### src/rtl/nes_pkg.sv
// Shared NES definitions: DMA FSM state encoding and fixed CPU-bus addresses.
package nes_pkg;

  typedef enum logic [2:0] {
    IDLE,
    HALT,
    ALIGN,
    READ,
    WRITE,
    DONE
  } dma_state_e;

  localparam logic [15:0] OAM_DMA_ADDR  = 16'h4014;
  localparam logic [15:0] OAM_DATA_ADDR = 16'h2004;

endpackage

### src/rtl/oam_dma_if.sv
// CPU-snoop and DMA bus-master signals of the sprite-DMA engine.
// master: the DMA engine itself; slave: the CPU/memory side it talks to.
interface oam_dma_if;
  logic [15:0] cpu_addr;
  logic        cpu_wr;
  logic [7:0]  cpu_dout;
  logic        rdy;
  logic        dma_grant;
  logic [15:0] dma_addr;
  logic        dma_wr;
  logic [7:0]  dma_dout;
  logic [7:0]  dma_din;
  logic        done;

  modport master (
    input  cpu_addr, cpu_wr, cpu_dout, dma_din,
    output rdy, dma_grant, dma_addr, dma_wr, dma_dout, done
  );

  modport slave (
    output cpu_addr, cpu_wr, cpu_dout, dma_din,
    input  rdy, dma_grant, dma_addr, dma_wr, dma_dout, done
  );
endinterface

### src/rtl/oam_dma.sv
// Sprite-DMA engine: snoops CPU writes to the DMA page register, halts the
// CPU, copies one 256-byte page to the OAM data port with get/put alignment
// and then hands the bus back. All outputs are registered.
module oam_dma #(
  parameter logic [15:0] DMA_REG_ADDR  = nes_pkg::OAM_DMA_ADDR,
  parameter logic [15:0] OAM_DATA_ADDR = nes_pkg::OAM_DATA_ADDR
) (
  input  logic      clk,
  input  logic      rst,
  oam_dma_if.master bus
);
  import nes_pkg::*;

  dma_state_e  state_q;
  logic        parity_q;
  logic [7:0]  page_q;
  logic [7:0]  idx_q;
  logic [7:0]  idx_d;
  logic        rdy_q;
  logic        grant_q;
  logic [15:0] addr_q;
  logic        wr_q;
  logic [7:0]  dout_q;
  logic        done_q;
  logic        trig_d;

  // The index wraps inside the page and never carries into page_q.
  assign idx_d  = idx_q + 8'd1;
  assign trig_d = bus.cpu_wr && (bus.cpu_addr == DMA_REG_ADDR);

  // Transfer FSM; outputs are loaded together with the state they belong to.
  always_ff @(posedge clk or posedge rst) begin
    if (rst) begin
      state_q  <= IDLE;
      parity_q <= 1'b0;
      page_q   <= 8'h00;
      idx_q    <= 8'h00;
      rdy_q    <= 1'b1;
      grant_q  <= 1'b0;
      addr_q   <= 16'h0000;
      wr_q     <= 1'b0;
      dout_q   <= 8'h00;
      done_q   <= 1'b0;
    end else begin
      // get/put phase of the CPU, free-running from reset
      parity_q <= ~parity_q;
      done_q   <= 1'b0;
      case (state_q)
        IDLE: begin
          if (trig_d) begin
            page_q  <= bus.cpu_dout;
            rdy_q   <= 1'b0;
            state_q <= HALT;
          end
        end
        HALT: begin
          // an odd HALT cycle needs one extra cycle to reach a get phase
          if (parity_q) begin
            state_q <= ALIGN;
          end else begin
            state_q <= READ;
            grant_q <= 1'b1;
            addr_q  <= {page_q, idx_q};
          end
        end
        ALIGN: begin
          state_q <= READ;
          grant_q <= 1'b1;
          addr_q  <= {page_q, idx_q};
        end
        READ: begin
          // dout_q doubles as the data register holding the fetched byte
          dout_q  <= bus.dma_din;
          addr_q  <= OAM_DATA_ADDR;
          wr_q    <= 1'b1;
          state_q <= WRITE;
        end
        WRITE: begin
          idx_q <= idx_d;
          wr_q  <= 1'b0;
          if (idx_q == 8'hFF) begin
            state_q <= DONE;
            grant_q <= 1'b0;
            addr_q  <= 16'h0000;
            rdy_q   <= 1'b1;
            done_q  <= 1'b1;
          end else begin
            state_q <= READ;
            addr_q  <= {page_q, idx_d};
          end
        end
        DONE: begin
          state_q <= IDLE;
        end
        default: begin
          state_q <= IDLE;
        end
      endcase
    end
  end

  assign bus.rdy       = rdy_q;
  assign bus.dma_grant = grant_q;
  assign bus.dma_addr  = addr_q;
  assign bus.dma_wr    = wr_q;
  assign bus.dma_dout  = dout_q;
  assign bus.done      = done_q;

endmodule

### src/flat_wrapper.sv
// flat-port wrapper written by rule: the top's interface ports become plain ports
module oam_dma_flat import nes_pkg::*;
#(
  parameter logic [15:0] DMA_REG_ADDR  = nes_pkg::OAM_DMA_ADDR,
  parameter logic [15:0] OAM_DATA_ADDR = nes_pkg::OAM_DATA_ADDR
)
  (clk, rst, bus_cpu_addr, bus_cpu_wr, bus_cpu_dout, bus_dma_din, bus_rdy, bus_dma_grant, bus_dma_addr, bus_dma_wr, bus_dma_dout, bus_done);
  oam_dma_if bus_i ();
  input  logic clk;
  input  logic rst;
  input wire logic [$bits(bus_i.cpu_addr)-1:0] bus_cpu_addr;
  input wire logic [$bits(bus_i.cpu_wr)-1:0] bus_cpu_wr;
  input wire logic [$bits(bus_i.cpu_dout)-1:0] bus_cpu_dout;
  input wire logic [$bits(bus_i.dma_din)-1:0] bus_dma_din;
  output wire logic [$bits(bus_i.rdy)-1:0] bus_rdy;
  output wire logic [$bits(bus_i.dma_grant)-1:0] bus_dma_grant;
  output wire logic [$bits(bus_i.dma_addr)-1:0] bus_dma_addr;
  output wire logic [$bits(bus_i.dma_wr)-1:0] bus_dma_wr;
  output wire logic [$bits(bus_i.dma_dout)-1:0] bus_dma_dout;
  output wire logic [$bits(bus_i.done)-1:0] bus_done;
  assign bus_i.cpu_addr = bus_cpu_addr;
  assign bus_i.cpu_wr = bus_cpu_wr;
  assign bus_i.cpu_dout = bus_cpu_dout;
  assign bus_i.dma_din = bus_dma_din;
  assign bus_rdy = bus_i.rdy;
  assign bus_dma_grant = bus_i.dma_grant;
  assign bus_dma_addr = bus_i.dma_addr;
  assign bus_dma_wr = bus_i.dma_wr;
  assign bus_dma_dout = bus_i.dma_dout;
  assign bus_done = bus_i.done;
  oam_dma #(.DMA_REG_ADDR(DMA_REG_ADDR), .OAM_DATA_ADDR(OAM_DATA_ADDR)) u_core (.clk(clk), .rst(rst), .bus(bus_i));
endmodule
### config.mk
export PLATFORM = sky130hd
export DESIGN_NAME = oam_dma_flat
export DESIGN_NICKNAME = d
export VERILOG_FILES = /design/src/rtl/nes_pkg.sv /design/src/rtl/oam_dma_if.sv /design/src/rtl/oam_dma.sv /design/src/flat_wrapper.sv
export SDC_FILE = /design/constraint.sdc
export NUM_CORES = 1
export LEC_CHECK = 0
export BUFFER_PORTS_ARGS = -buffer_cell sky130_fd_sc_hd__buf_2
export CAP_MARGIN = 25
export CORE_MARGIN = 10
export CORE_UTILIZATION = 45
export DETAILED_ROUTE_END_ITERATION = 16
export GPL_ROUTABILITY_DRIVEN = 0
export PLACE_DENSITY = 0.71
export SETUP_SLACK_MARGIN = 0.2
export SLEW_MARGIN = 10
export SYNTH_ARGS = -nofsm -noshare
export SYNTH_HDL_FRONTEND = slang
export SYNTH_SLANG_ARGS = --single-unit
### constraint.sdc
create_clock -name clk -period 2.5 [get_ports clk]
set_input_delay 0.125 -clock clk [delete_from_list [all_inputs] [get_ports clk]]
set_output_delay 0.125 -clock clk [all_outputs]
set_load 0.02 [all_outputs]
==> load_flow_metrics.sql, run 1 <==
INSERT INTO impl_metrics (metric_group, metric, value, unit) VALUES
('run_status', 'run_status', 'complete, no violations', ''),
('synthesis', 'largest_family_of_logic_cells_by_synthesized_area', 'simple AND/OR/NAND/NOR gates', ''),
('detailed_routing', 'ratio_of_routed_vias_to_standard_cells', '5.39', ''),
('clock_tree', 'post_cts_buffers', '0', ''),
('sta', 'worst_skew', '0.00709', 'ns'),
('pwr', 'powerDensity', '566', 'mW/mm²'),
('synthesis', 'post_synth_xor_area_fraction', '3.27', '%'),
('synthesis', 'yosys.cell_types.count', '46', ''),
('global_route', 'grt_antenna_before_repair', '0', ''),
('cells_and_area', 'area_growth_syn_to_layout', '24.8', '%'),
('hold_path', 'min_path_type', 'primary input to flip-flop', ''),
('detailed_routing', 'routed-via-count', '1720', ''),
('worst_setup_path', 'critical_path_fanout_max', '13', ''),
('synthesis', 'async_flop_share', '100', '%'),
('cells_and_area', 'antenna_cells', '0', ''),
('worst_setup_path', 'setup.reg_to_reg.worst_slack', '0.49', 'ns'),
('sta', 'timing.final.ws_setup', '0.485', 'ns'),
('hold_path', 'holdCritStartpoint', 'bus_dma_din[0]', ''),
('place', 'pre_cts_slack', '0.491', 'ns'),
('synthesis', 'post_synth_edffs', '0', ''),
('detailed_routing', 'detailedRoute.firstPassIterationCount', '4', ''),
('floorplanning', 'die_y', '89.0', 'µm'),
('detailed_routing', 'drcViolationCount', '0', ''),
('sta', 'hold_viol', '0', ''),
('synthesis', 'synth-adder-area-share', '0.584', '%'),
('worst_setup_path', 'startpoint_type', 'flip-flop', ''),
('sta', 'final-max-slew-violation-count', '0', ''),
('pwr', 'worst_ir_drop_vdd', '0.383', 'mV'),
('worst_setup_path', 'critPathRequiredTime', '2.70', 'ns'),
('worst_setup_path', 'launch_instance_of_the_worst_register_to_register_path', 'u_core.state_q[2]', ''),
('sta', 'fin_tns_setup', '0', 'ns'),
('detailed_routing', 'drt_iter0_drc', '122', ''),
('sta', 'period_needed', '2.01', 'ns'),
('worst_setup_path', 'reg2reg_depth', '4', ''),
('sta', 'setup_viol', '0', ''),
('synthesis', 'simple_gate_share_of_the_synthesized_area', '21.1', '%'),
('sta', 'period_share', '80.6', '%'),
('worst_setup_path', 'crit_start', 'u_core.state_q[2]', ''),
('clock_tree', 'postCtsResizedCells', '0', ''),
('clock_tree', 'root_buffer', 'sky130_fd_sc_hd__clkbuf_8', ''),
('global_route', 'grt_overflow', '0', ''),
('synthesis', 'synth_compound_gate_area_share', '10.4', '%'),
('floorplanning', 'design.portCount', '63', ''),
('floorplanning', 'row_count', '25', ''),
('synthesis', 'synth-seq-area-share', '56.1', '%'),
('floorplanning', 'initial_utilization', '46.0', '%'),
('detailed_routing', 'route.antenna.remaining_nets', '0', ''),
('synthesis', 'synth.cell_area', '0.00214', 'mm²'),
('floorplanning', 'die_area', '0.00792', 'mm²'),
('synthesis', 'postSynth.topFlopCell', 'sky130_fd_sc_hd__dfrtp_1', ''),
('synthesis', 'synth.yosys.warnings', '0', ''),
('sta', 'timing.max_slew.rel_slack', '62.1', '%'),
('sta', 'unrepaired_setup_endpoints_after_global_routing', 'no', ''),
('global_route', 'grt_first_pass_wirelength', '8.64', 'mm'),
('clock_tree', 'numClockSinks', '48', ''),
('clock_tree', 'clkSlewWorstSetupHoldPaths', '0.09', 'ns'),
('synthesis', 'syn_nets', '233', ''),
('detailed_routing', 'drt-wirelength-per-cell', '16.2', 'µm'),
('job', 'drv_cap', '0', ''),
('worst_setup_path', 'cp_data_arrival_time', '2.21', 'ns'),
('floorplanning', 'placeableCoreArea', '0.00466', 'mm²'),
('hold_path', 'timing.hold.worst_path_depth', '3', ''),
('place', 'dp_hpwl', '3.81', 'mm'),
('detailed_routing', 'finalWirelength', '5.17', 'mm'),
('place', 'io_buffer_count', '62', ''),
('synthesis', 'yosys-mux-area-fraction', '5.72', '%'),
('cells_and_area', 'final_net_count', '300', ''),
('hold_path', 'hold_path_end', 'u_core.bus.dma_dout[0]', ''),
('pwr', 'static-leakage-power', '1.34', 'nW'),
('floorplanning', 'chipWidth', '89.0', 'µm'),
('clock_tree', 'clock_path_buffers', '2', '');
logic make-up (layout without fill, tap and decap cells):
group           Yosys count  after routing
compound gates           32             32
fa+ha+maj                 1              1
flops                    48             48
xor+xnor                  8              8
buf+inv                  14             82
simple gates             83             83
mux                      11             11
worst max-delay path by stage:
| stage | slack, ns | end | depth (start not counted) |
|---|---|---|---|
| global placement | 0.60 | u_core.bus.dma_addr[14] | 4 |
| floorplan | 0.74 | u_core.page_q[0] | 5 |
| global route | 0.30 | u_core.bus.dma_addr[11] | 4 |
| finish | 0.49 | u_core.bus.dma_addr[15] | 4 |
| detailed placement | 0.49 | u_core.bus.dma_addr[15] | 4 |
| CTS | 0.47 | u_core.bus.dma_addr[15] | 4 |
routing by layer:
metal  wire length (µm)  global-route usage, %  vias up
li1                   -                      -      830
met1               2160                   16.6      833
met2               2540                   22.6       49
met3                390                   5.74        8
met4                 79                   5.64        0
met5                  0                      0        -
cell usage in the layout, fill, tap and decap left out, types with 2 or more instances in the layout:
cell type / netlist / routed
sky130_fd_sc_hd__a21oi_1: 4 / 4
sky130_fd_sc_hd__a22o_1: 7 / 7
sky130_fd_sc_hd__a31oi_1: 3 / 3
sky130_fd_sc_hd__and2_1: 2 / 2
sky130_fd_sc_hd__and3_1: 3 / 3
sky130_fd_sc_hd__and4_1: 2 / 2
sky130_fd_sc_hd__buf_2: 4 / 62
sky130_fd_sc_hd__buf_4: 1 / 4
sky130_fd_sc_hd__bufinv_16: 0 / 2
sky130_fd_sc_hd__clkbuf_8: 0 / 5
sky130_fd_sc_hd__dfrtp_1: 47 / 47
sky130_fd_sc_hd__inv_1: 6 / 5
sky130_fd_sc_hd__mux2_2: 10 / 10
sky130_fd_sc_hd__nand2_1: 36 / 36
sky130_fd_sc_hd__nand2b_1: 2 / 2
sky130_fd_sc_hd__nand3_1: 7 / 7
sky130_fd_sc_hd__nand3b_1: 2 / 2
sky130_fd_sc_hd__nand4_1: 4 / 4
sky130_fd_sc_hd__nor2_1: 6 / 6
sky130_fd_sc_hd__nor3_1: 4 / 4
sky130_fd_sc_hd__nor4b_1: 2 / 2
sky130_fd_sc_hd__nor4bb_1: 2 / 2
sky130_fd_sc_hd__o211ai_1: 2 / 2
sky130_fd_sc_hd__o21ai_0: 7 / 7
sky130_fd_sc_hd__o22a_1: 3 / 3
sky130_fd_sc_hd__xnor2_1: 7 / 7
cell type report:
| cell class | instances | area, µm² | area share, % |
|---|---|---|---|
| clock buffers | 6 | 72.6 | 2.71 |
| clock inverters | 2 | 60.1 | 2.25 |
| inverters | 6 | 22.5 | 0.842 |
| multi-input cells | 135 | 880 | 32.9 |
| flip-flops and latches | 48 | 1200 | 44.9 |
| well taps | 54 | 67.6 | 2.53 |
| repair buffers | 68 | 370 | 13.8 |
power breakdown:
group	leakage (nW)	switching, mW	internal (mW)
clock network	0.0654	0.261	0.400
logic	0.660	0.0369	0.0309
registers	0.612	0.00336	0.782
repair_timing:
action                                 4_1_cts  5_1_grt
hold buffers                                 0        1
endpoints found under the hold margin        0        8
setup endpoints to repair                    0        0
sequential cells by signal, summed over array words and instances, names as in the netlist:
name,flops
u_core.page_q,8
u_core.state_q,3
u_core.bus.dma_wr,1
u_core.parity_q,1
u_core.bus.rdy,1
u_core.idx_q,8
u_core.bus.dma_addr,16
u_core.bus.dma_grant,1
u_core.bus.done,1
u_core.bus.dma_dout,8
worst max-delay path: stages (launching register included):
cell                      delay [ns]
sky130_fd_sc_hd__dfrtp_1        0.59
sky130_fd_sc_hd__or3b_1         0.60
sky130_fd_sc_hd__nor3_2         0.30
sky130_fd_sc_hd__nor2_1         0.20
sky130_fd_sc_hd__a22o_1         0.22
metrics by stage:
| stage | power [mW] | hold slack [ns] | util (%) | cells | instance area [µm²] |
|---|---|---|---|---|---|
| 2_1_floorplan | 0.827 | 0.230 | - | 197 | 2140 |
| 6_report | 1.51 | 0.0109 | 57.4 | 319 | 2680 |
| 3_5_place_dp | 0.866 | 0.318 | 53.9 | 309 | 2510 |
| 3_3_place_gp | 0.864 | 0.314 | 53.9 | 309 | 2510 |
| 4_1_cts | 1.53 | 0.00149 | 56.8 | 317 | 2650 |
| 5_1_grt | 1.58 | 0.00436 | 57.4 | 319 | 2680 |
cell usage after synthesis, types with 2 or more instances:
master,number,area share [%]
sky130_fd_sc_hd__and4_1,2,0.82
sky130_fd_sc_hd__a21oi_1,4,0.93
sky130_fd_sc_hd__o22a_1,3,1.2
sky130_fd_sc_hd__nand3b_1,2,0.70
sky130_fd_sc_hd__dfrtp_1,47,55
sky130_fd_sc_hd__o211ai_1,2,0.70
sky130_fd_sc_hd__and2_1,2,0.58
sky130_fd_sc_hd__and3_1,3,0.88
sky130_fd_sc_hd__nand2b_1,2,0.58
sky130_fd_sc_hd__nand4_1,4,1.2
sky130_fd_sc_hd__nor4b_1,2,0.82
sky130_fd_sc_hd__xnor2_1,7,2.9
sky130_fd_sc_hd__nor4bb_1,2,0.93
sky130_fd_sc_hd__a22o_1,7,2.9
sky130_fd_sc_hd__inv_1,6,1.1
sky130_fd_sc_hd__nand2_1,36,6.3
sky130_fd_sc_hd__a31oi_1,3,0.88
sky130_fd_sc_hd__nor2_1,6,1.1
sky130_fd_sc_hd__nor3_1,4,0.93
sky130_fd_sc_hd__o21ai_0,7,1.6
sky130_fd_sc_hd__nand3_1,7,1.6
sky130_fd_sc_hd__mux2_2,10,5.3
sky130_fd_sc_hd__buf_2,4,0.93
sky130_fd_sc_hd__clkbuf_1,3,0.53
Note: power is estimated with default switching activity, not from simulation.
==> run 2, diff against run 1 <==
- clock period: 2.5 -> 2 ns (I/O delays scaled with it)
==> load_flow_metrics.sql, run 2 (same netlist as run 1, synthesis figures left out) <==
INSERT INTO impl_metrics (metric_group, metric, value, unit) VALUES
('place', 'pre_cts_slack', '0.119', 'ns'),
('detailed_routing', 'finalWirelength', '5.41', 'mm'),
('floorplanning', 'placeableCoreArea', '0.00466', 'mm²'),
('worst_setup_path', 'critPathRequiredTime', '2.19', 'ns'),
('global_route', 'grt_pass1_vias', '1938', ''),
('cells_and_area', 'mostFrequentLayoutCell', 'sky130_fd_sc_hd__buf_2', ''),
('global_route', 'met2_usage', '25.2', '%'),
('worst_setup_path', 'crit_chain', 'or3b_1 -> buf_4 -> and2_1 -> o21a_1 -> o22a_1', ''),
('sta', 'timing.max_slew.rel_slack', '60.3', '%'),
('place', 'io_buffer_count', '62', ''),
('worst_setup_path', 'regToRegEndpoint', 'u_core.bus.dma_addr[4]', ''),
('detailed_routing', 'route.antenna.remaining_nets', '0', ''),
('clock_tree', 'numCtsBuffers', '5', ''),
('floorplanning', 'initial_utilization', '46.0', '%'),
('clock_tree', 'tritoncts', 'yes', ''),
('detailed_routing', 'drt_iter0_drc', '120', ''),
('sta', 'period_needed', '1.72', 'ns'),
('sta', 'fin_tns_setup', '0', 'ns'),
('cells_and_area', 'area_growth_syn_to_layout', '31.5', '%'),
('global_route', 'grt_overflow', '0', ''),
('global_route', 'grt_first_pass_wirelength', '9.32', 'mm'),
('detailed_routing', 'ratio_of_routed_vias_to_standard_cells', '5.27', ''),
('clock_tree', 'root_buffer', 'sky130_fd_sc_hd__clkbuf_8', ''),
('detailed_routing', 'detailedRoute.firstPassIterationCount', '4', ''),
('detailed_routing', 'routed-via-count', '1764', ''),
('detailed_routing', 'drt-wirelength-per-cell', '16.2', 'µm'),
('worst_setup_path', 'critical_path_fanout_max', '12', ''),
('worst_setup_path', 'cp_data_arrival_time', '1.91', 'ns'),
('sta', 'final-max-slew-violation-count', '0', ''),
('sta', 'setup_viol', '0', ''),
('cells_and_area', 'antenna_cells', '0', ''),
('worst_setup_path', 'critical_path.endpoint', 'u_core.bus.dma_addr[4]', ''),
('sta', 'timing.final.ws_setup', '0.277', 'ns'),
('sta', 'period_share', '86.1', '%'),
('run_status', 'run_status', 'complete, no violations', ''),
('floorplanning', 'row_count', '25', ''),
('hold_path', 'min_path_type', 'primary input to flip-flop', ''),
('pwr', 'static-leakage-power', '1.42', 'nW'),
('detailed_routing', 'drcViolationCount', '0', ''),
('floorplanning', 'design.portCount', '63', ''),
('cells_and_area', 'final_net_count', '316', ''),
('pwr', 'powerDensity', '651', 'mW/mm²'),
('cells_and_area', 'final_cell_mix', 'sky130_fd_sc_hd__buf_2 (62), sky130_fd_sc_hd__dfrtp_1 (44), sky130_fd_sc_hd__nand2_1 (36)', ''),
('floorplanning', 'chipWidth', '89.0', 'µm'),
('global_route', 'grt_antenna_before_repair', '0', ''),
('clock_tree', 'clock_path_buffers', '2', ''),
('worst_setup_path', 'crit_buf_inv', '1', ''),
('clock_tree', 'htree_levels', '2', ''),
('pwr', 'worst_ir_drop_vdd', '0.478', 'mV'),
('floorplanning', 'die_y', '89.0', 'µm'),
('worst_setup_path', 'timing.critical_path.depth', '5', ''),
('worst_setup_path', 'crit_start', 'u_core.state_q[0]', ''),
('global_route', 'groute.usage.overall', '14.9', '%'),
('global_route', 'grt.busiest_layer', 'met2', ''),
('sta', 'max_slew.worst_pin.slew', '0.593', 'ns'),
('place', 'dp_hpwl', '3.84', 'mm'),
('sta', 'hold_viol', '0', ''),
('cells_and_area', 'drive_above_1_share', '37.4', '%'),
('worst_setup_path', 'critical_path.endpoint_type', 'flip-flop', ''),
('worst_setup_path', 'reg2reg_depth', '5', ''),
('worst_setup_path', 'worstSetupPathType', 'flip-flop to flip-flop', ''),
('worst_setup_path', 'startpoint_type', 'flip-flop', ''),
('cells_and_area', 'largest_reg_flops', '16', ''),
('global_route', 'use_met1', '18.0', '%'),
('sta', 'max_freq', '580', 'MHz'),
('worst_setup_path', 'timing.critical_path.max_delay_family', 'simple AND/OR/NAND/NOR gates', ''),
('sta', 'worst_skew', '0.00615', 'ns'),
('worst_setup_path', 'launch_instance_of_the_worst_register_to_register_path', 'u_core.state_q[0]', ''),
('global_route', 'groute.layer.met3.usage', '4.38', '%'),
('global_route', 'grt_max_degree', '18', ''),
('floorplanning', 'die_area', '0.00792', 'mm²'),
('worst_setup_path', 'setup.reg_to_reg.worst_slack', '0.28', 'ns'),
('clock_tree', 'clkLatencyLatePin', '0.30', 'ns'),
('clock_tree', 'numClockSinks', '48', ''),
('worst_setup_path', 'cp_slowest_stage_delay', '0.46', 'ns'),
('worst_setup_path', 'timing.critical_path.slowest_stage_cell', 'sky130_fd_sc_hd__dfrtp_2', ''),
('clock_tree', 'clkSlewWorstSetupHoldPaths', '0.09', 'ns'),
('job', 'drv_cap', '0', ''),
('sta', 'unrepaired_setup_endpoints_after_global_routing', 'yes', '');
run 2: how the worst min path moves through the flow:
stage | endpoint | start | cells after the start | slack, ns
after floorplan | u_core.bus.dma_dout[0] | bus_dma_din[0] | 2 | 0.21
after global placement | u_core.bus.dma_dout[0] | rst | 2 | 0.09
after detailed placement | u_core.bus.dma_dout[0] | rst | 2 | 0.09
after CTS | u_core.bus.dma_dout[5] | bus_dma_din[5] | 3 | 0.003
after global routing | u_core.bus.dma_dout[5] | bus_dma_din[5] | 3 | 0.02
final | u_core.bus.dma_dout[5] | bus_dma_din[5] | 3 | 0.009
run 2: area by class of cell:
class	instances	area, µm²
Fill cell	381	1840
Sequential cell	48	1210
Multi-Input combinational cell	135	888
Timing Repair Buffer	84	508
Clock buffer	7	96.3
Tap cell	54	67.6
Clock inverter	1	30.0
Inverter	6	22.5
run 2: metal layers:
metal  routed length, µm  part of all wire (%)
met2                2710                    50
met4                  73                   1.3
met3                 287                   5.3
met5                   0                     0
met1                2340                    43
run 2: repair_timing:
item,in CTS,in global routing
setup buffers,3,2
hold endpoints to repair,22,0
endpoints found under the setup margin,8,18
pin swaps,2,3
hold buffers,8,0
gates resized for setup,2,3
run 2: per-stage QoR:
stage	power (mW)	utilization (%)	cells	hold WS, ns	cell area, µm²
6_report	1.83	60.5	335	0.00906	2820
5_1_grt	1.92	60.5	335	0.0202	2820
4_1_cts	1.86	59.9	333	0.00255	2790
3_5_place_dp	1.09	54.7	314	0.0935	2550
3_3_place_gp	1.08	54.7	314	0.0905	2550
2_1_floorplan	1.03	-	197	0.205	2140
run 2: power breakdown:
| part | internal, mW | switching [mW] | total [mW] |
|---|---|---|---|
| registers | 0.978 | 0.00412 | 0.982 |
| clock network | 0.441 | 0.315 | 0.756 |
| logic | 0.0462 | 0.0505 | 0.0967 |
run 2: tightest hold or removal path, delay by kind of cell:
kind | cells | cell delay, ns
and+or+nand+nor | 2 | 0.10
buffers and inverters | 1 | 0.08
==> run 3, diff against run 2 <==
- CORE_UTILIZATION: 45 -> 46
- PLACE_DENSITY: 0.71 -> 0.72
- clock period: 2 -> 1.7 ns (I/O delays scaled with it)
==> load_flow_metrics.sql, run 3 (same netlist as run 1, synthesis figures left out) <==
INSERT INTO impl_metrics (metric_group, metric, value, unit) VALUES
('run_status', 'failed_checks', 'setup timing', ''),
('global_route', 'grt_max_degree', '25', ''),
('sta', 'timing.max_slew.rel_slack', '65.1', '%'),
('worst_setup_path', 'crit_chain', 'nor4_2 -> nand4_1 -> nor3_4 -> buf_12 -> mux2_2', ''),
('detailed_routing', 'route.antenna.remaining_nets', '0', ''),
('pwr', 'static-leakage-power', '1.68', 'nW'),
('worst_setup_path', 'crit_buf_inv', '1', ''),
('sta', 'max_freq', '584', 'MHz'),
('sta', 'period_share', '101', '%'),
('place', 'io_buffer_count', '62', ''),
('clock_tree', 'numCtsBuffers', '5', ''),
('floorplanning', 'initial_utilization', '48.2', '%'),
('cells_and_area', 'drive_above_1_share', '50.2', '%'),
('sta', 'setup_viol', '7', ''),
('sta', 'final-max-slew-violation-count', '0', ''),
('cells_and_area', 'post_route_core_utilization', '73.6', '%'),
('clock_tree', 'tritoncts', 'yes', ''),
('cells_and_area', 'area_growth_syn_to_layout', '52.5', '%'),
('cells_and_area', 'mostFrequentLayoutCell', 'sky130_fd_sc_hd__buf_2', ''),
('sta', 'unrepaired_setup_endpoints_after_global_routing', 'yes', ''),
('cells_and_area', 'antenna_cells', '0', ''),
('clock_tree', 'clkLatencyLatePin', '0.30', 'ns'),
('detailed_routing', 'drt-wirelength-per-cell', '17.0', 'µm'),
('detailed_routing', 'ratio_of_routed_vias_to_standard_cells', '5.36', ''),
('sta', 'max_slew.worst_pin.slew', '0.523', 'ns'),
('sta', 'worst_skew', '0.00674', 'ns'),
('hold_path', 'min_path_type', 'primary input to flip-flop', ''),
('floorplanning', 'chipWidth', '88.3', 'µm'),
('worst_setup_path', 'regToRegEndpoint', 'u_core.page_q[0]', ''),
('detailed_routing', 'routed-via-count', '1944', ''),
('floorplanning', 'placeableCoreArea', '0.00444', 'mm²'),
('worst_setup_path', 'timing.critical_path.depth', '5', ''),
('cells_and_area', 'fill_cells', '300', ''),
('worst_setup_path', 'critPathRequiredTime', '1.89', 'ns'),
('cells_and_area', 'multiInputGateArea', '0.00108', 'mm²'),
('global_route', 'grt_first_pass_wirelength', '9.28', 'mm'),
('global_route', 'met2_usage', '25.4', '%'),
('worst_setup_path', 'crit_start', 'u_core.state_q[1]', ''),
('worst_setup_path', 'cp_slowest_stage_delay', '0.45', 'ns'),
('cells_and_area', 'largest_reg_flops', '16', ''),
('pwr', 'worst_ir_drop_vdd', '0.649', 'mV'),
('cells_and_area', 'post_layout_nonfiller_instances', '363', ''),
('floorplanning', 'row_count', '24', ''),
('clock_tree', 'root_buffer', 'sky130_fd_sc_hd__clkbuf_8', ''),
('global_route', 'grt_antenna_before_repair', '0', ''),
('global_route', 'grt_pass1_vias', '1976', ''),
('global_route', 'groute.usage.overall', '15.1', '%'),
('sta', 'timing.final.ws_setup', '-0.0124', 'ns'),
('detailed_routing', 'drcViolationCount', '0', ''),
('floorplanning', 'design.portCount', '63', ''),
('floorplanning', 'die_y', '88.3', 'µm'),
('hold_path', 'timing.hold.worst_path_depth', '2', ''),
('detailed_routing', 'drt_iter0_drc', '88', ''),
('clock_tree', 'numClockSinks', '48', ''),
('cells_and_area', 'fin_area', '0.00327', 'mm²'),
('worst_setup_path', 'timing.critical_path.slowest_stage_cell', 'sky130_fd_sc_hd__dfrtp_2', ''),
('global_route', 'groute.layer.met3.usage', '5.15', '%'),
('place', 'pre_cts_slack', '0.0281', 'ns'),
('sta', 'hold_viol', '0', ''),
('detailed_routing', 'detailedRoute.firstPassIterationCount', '4', ''),
('pwr', 'powerDensity', '640', 'mW/mm²'),
('worst_setup_path', 'critical_path.endpoint', 'u_core.page_q[0]', ''),
('worst_setup_path', 'reg2reg_depth', '5', ''),
('detailed_routing', 'finalWirelength', '6.15', 'mm'),
('job', 'drv_cap', '0', ''),
('clock_tree', 'clock_path_buffers', '2', ''),
('clock_tree', 'clkSlewWorstSetupHoldPaths', '0.09', 'ns'),
('place', 'placedCellCount', '333', ''),
('worst_setup_path', 'critical_path.endpoint_type', 'flip-flop', ''),
('cells_and_area', 'final_cell_mix', 'sky130_fd_sc_hd__buf_2 (62), sky130_fd_sc_hd__dfrtp_1 (46), sky130_fd_sc_hd__buf_4 (30)', ''),
('pwr', 'total_power', '2.09', 'mW'),
('sta', 'period_needed', '1.71', 'ns'),
('global_route', 'use_met1', '17.2', '%'),
('worst_setup_path', 'startpoint_type', 'flip-flop', ''),
('worst_setup_path', 'worstSetupPathType', 'flip-flop to flip-flop', ''),
('worst_setup_path', 'critical_path_fanout_max', '9', ''),
('floorplanning', 'die_area', '0.00779', 'mm²'),
('worst_setup_path', 'setup.reg_to_reg.worst_slack', '-0.01', 'ns'),
('clock_tree', 'htree_levels', '2', ''),
('place', 'dp_hpwl', '4.07', 'mm'),
('run_status', 'run_status', 'finished, violations left', ''),
('cells_and_area', 'final_net_count', '346', ''),
('cells_and_area', 'sequential_cell_area', '0.00120', 'mm²'),
('place', 'placedInstanceArea', '0.00273', 'mm²'),
('global_route', 'grt.busiest_layer', 'met2', ''),
('global_route', 'grt_overflow', '0', ''),
('worst_setup_path', 'cp_data_arrival_time', '1.90', 'ns'),
('worst_setup_path', 'launch_instance_of_the_worst_register_to_register_path', 'u_core.state_q[1]', ''),
('worst_setup_path', 'timing.critical_path.max_delay_family', 'simple AND/OR/NAND/NOR gates', '');
## run 3: cell count changes in the layout (fill, tap and decap cells not counted), moves of 6 or more
| cell | change |
|---|---|
| sky130_fd_sc_hd__buf_4 | +17 |
| sky130_fd_sc_hd__buf_6 | +8 |
| sky130_fd_sc_hd__nand2_1 | -8 |
| sky130_fd_sc_hd__nand2_2 | +6 |
## run 3: worst min-delay path by stage
stage                                   to            start
floorplan           u_core.bus.dma_dout[0]   bus_dma_din[0]
global placement          u_core.page_q[3]              rst
detailed placement        u_core.page_q[3]              rst
CTS                       u_core.page_q[4]  bus_cpu_dout[4]
global route              u_core.page_q[3]  bus_cpu_dout[3]
finish                    u_core.page_q[2]  bus_cpu_dout[2]
## run 3: through the flow
| stage | setup TNS, ns | hold WS, ns |
|---|---|---|
| 2_1_floorplan | -0.375 | 0.190 |
| 3_3_place_gp | 0 | 0.147 |
| 3_5_place_dp | 0 | 0.151 |
| 4_1_cts | 0 | 0.00769 |
| 5_1_grt | -0.777 | 0.00348 |
| 6_report | -0.0594 | 0.0170 |
## run 3: final cells by class
type	instances	area share [%]
Tap cell	52	1.99
Clock inverter	3	1.30
Timing Repair Buffer	114	24.2
Inverter	6	0.689
Sequential cell	48	36.8
Clock buffer	5	2.10
Multi-Input combinational cell	135	32.9
## run 3: timing repair
item,in CTS,in global routing
hold endpoints to repair,29,2
hold buffers,9,2
gates resized for setup,6,44
setup endpoints to repair,29,39
setup buffers,6,5
gates cloned,0,0
pin swaps,4,17
## run 3: power by group
group / switching [mW] / internal, mW / leakage, nW
registers: 0.00649 / 1.15 / 0.612
clock network: 0.380 / 0.435 / 0.0541
logic: 0.0598 / 0.0608 / 1.01
total: 0.446 / 1.65 / 1.68
## run 3: worst register-to-register path, cell delays in order (launching register included)
cell,delay (ns)
sky130_fd_sc_hd__dfrtp_2,0.45
sky130_fd_sc_hd__nor4_2,0.26
sky130_fd_sc_hd__nand4_1,0.20
sky130_fd_sc_hd__nor3_4,0.20
sky130_fd_sc_hd__buf_12,0.16
sky130_fd_sc_hd__mux2_2,0.33
## run 3: routing by layer
layer | up-vias | share of wire [%]
met1 | 964 | 40
met2 | 49 | 53
met4 | 0 | 1.4
li1 | 922 | -
met5 | - | 0
met3 | 9 | 5.7
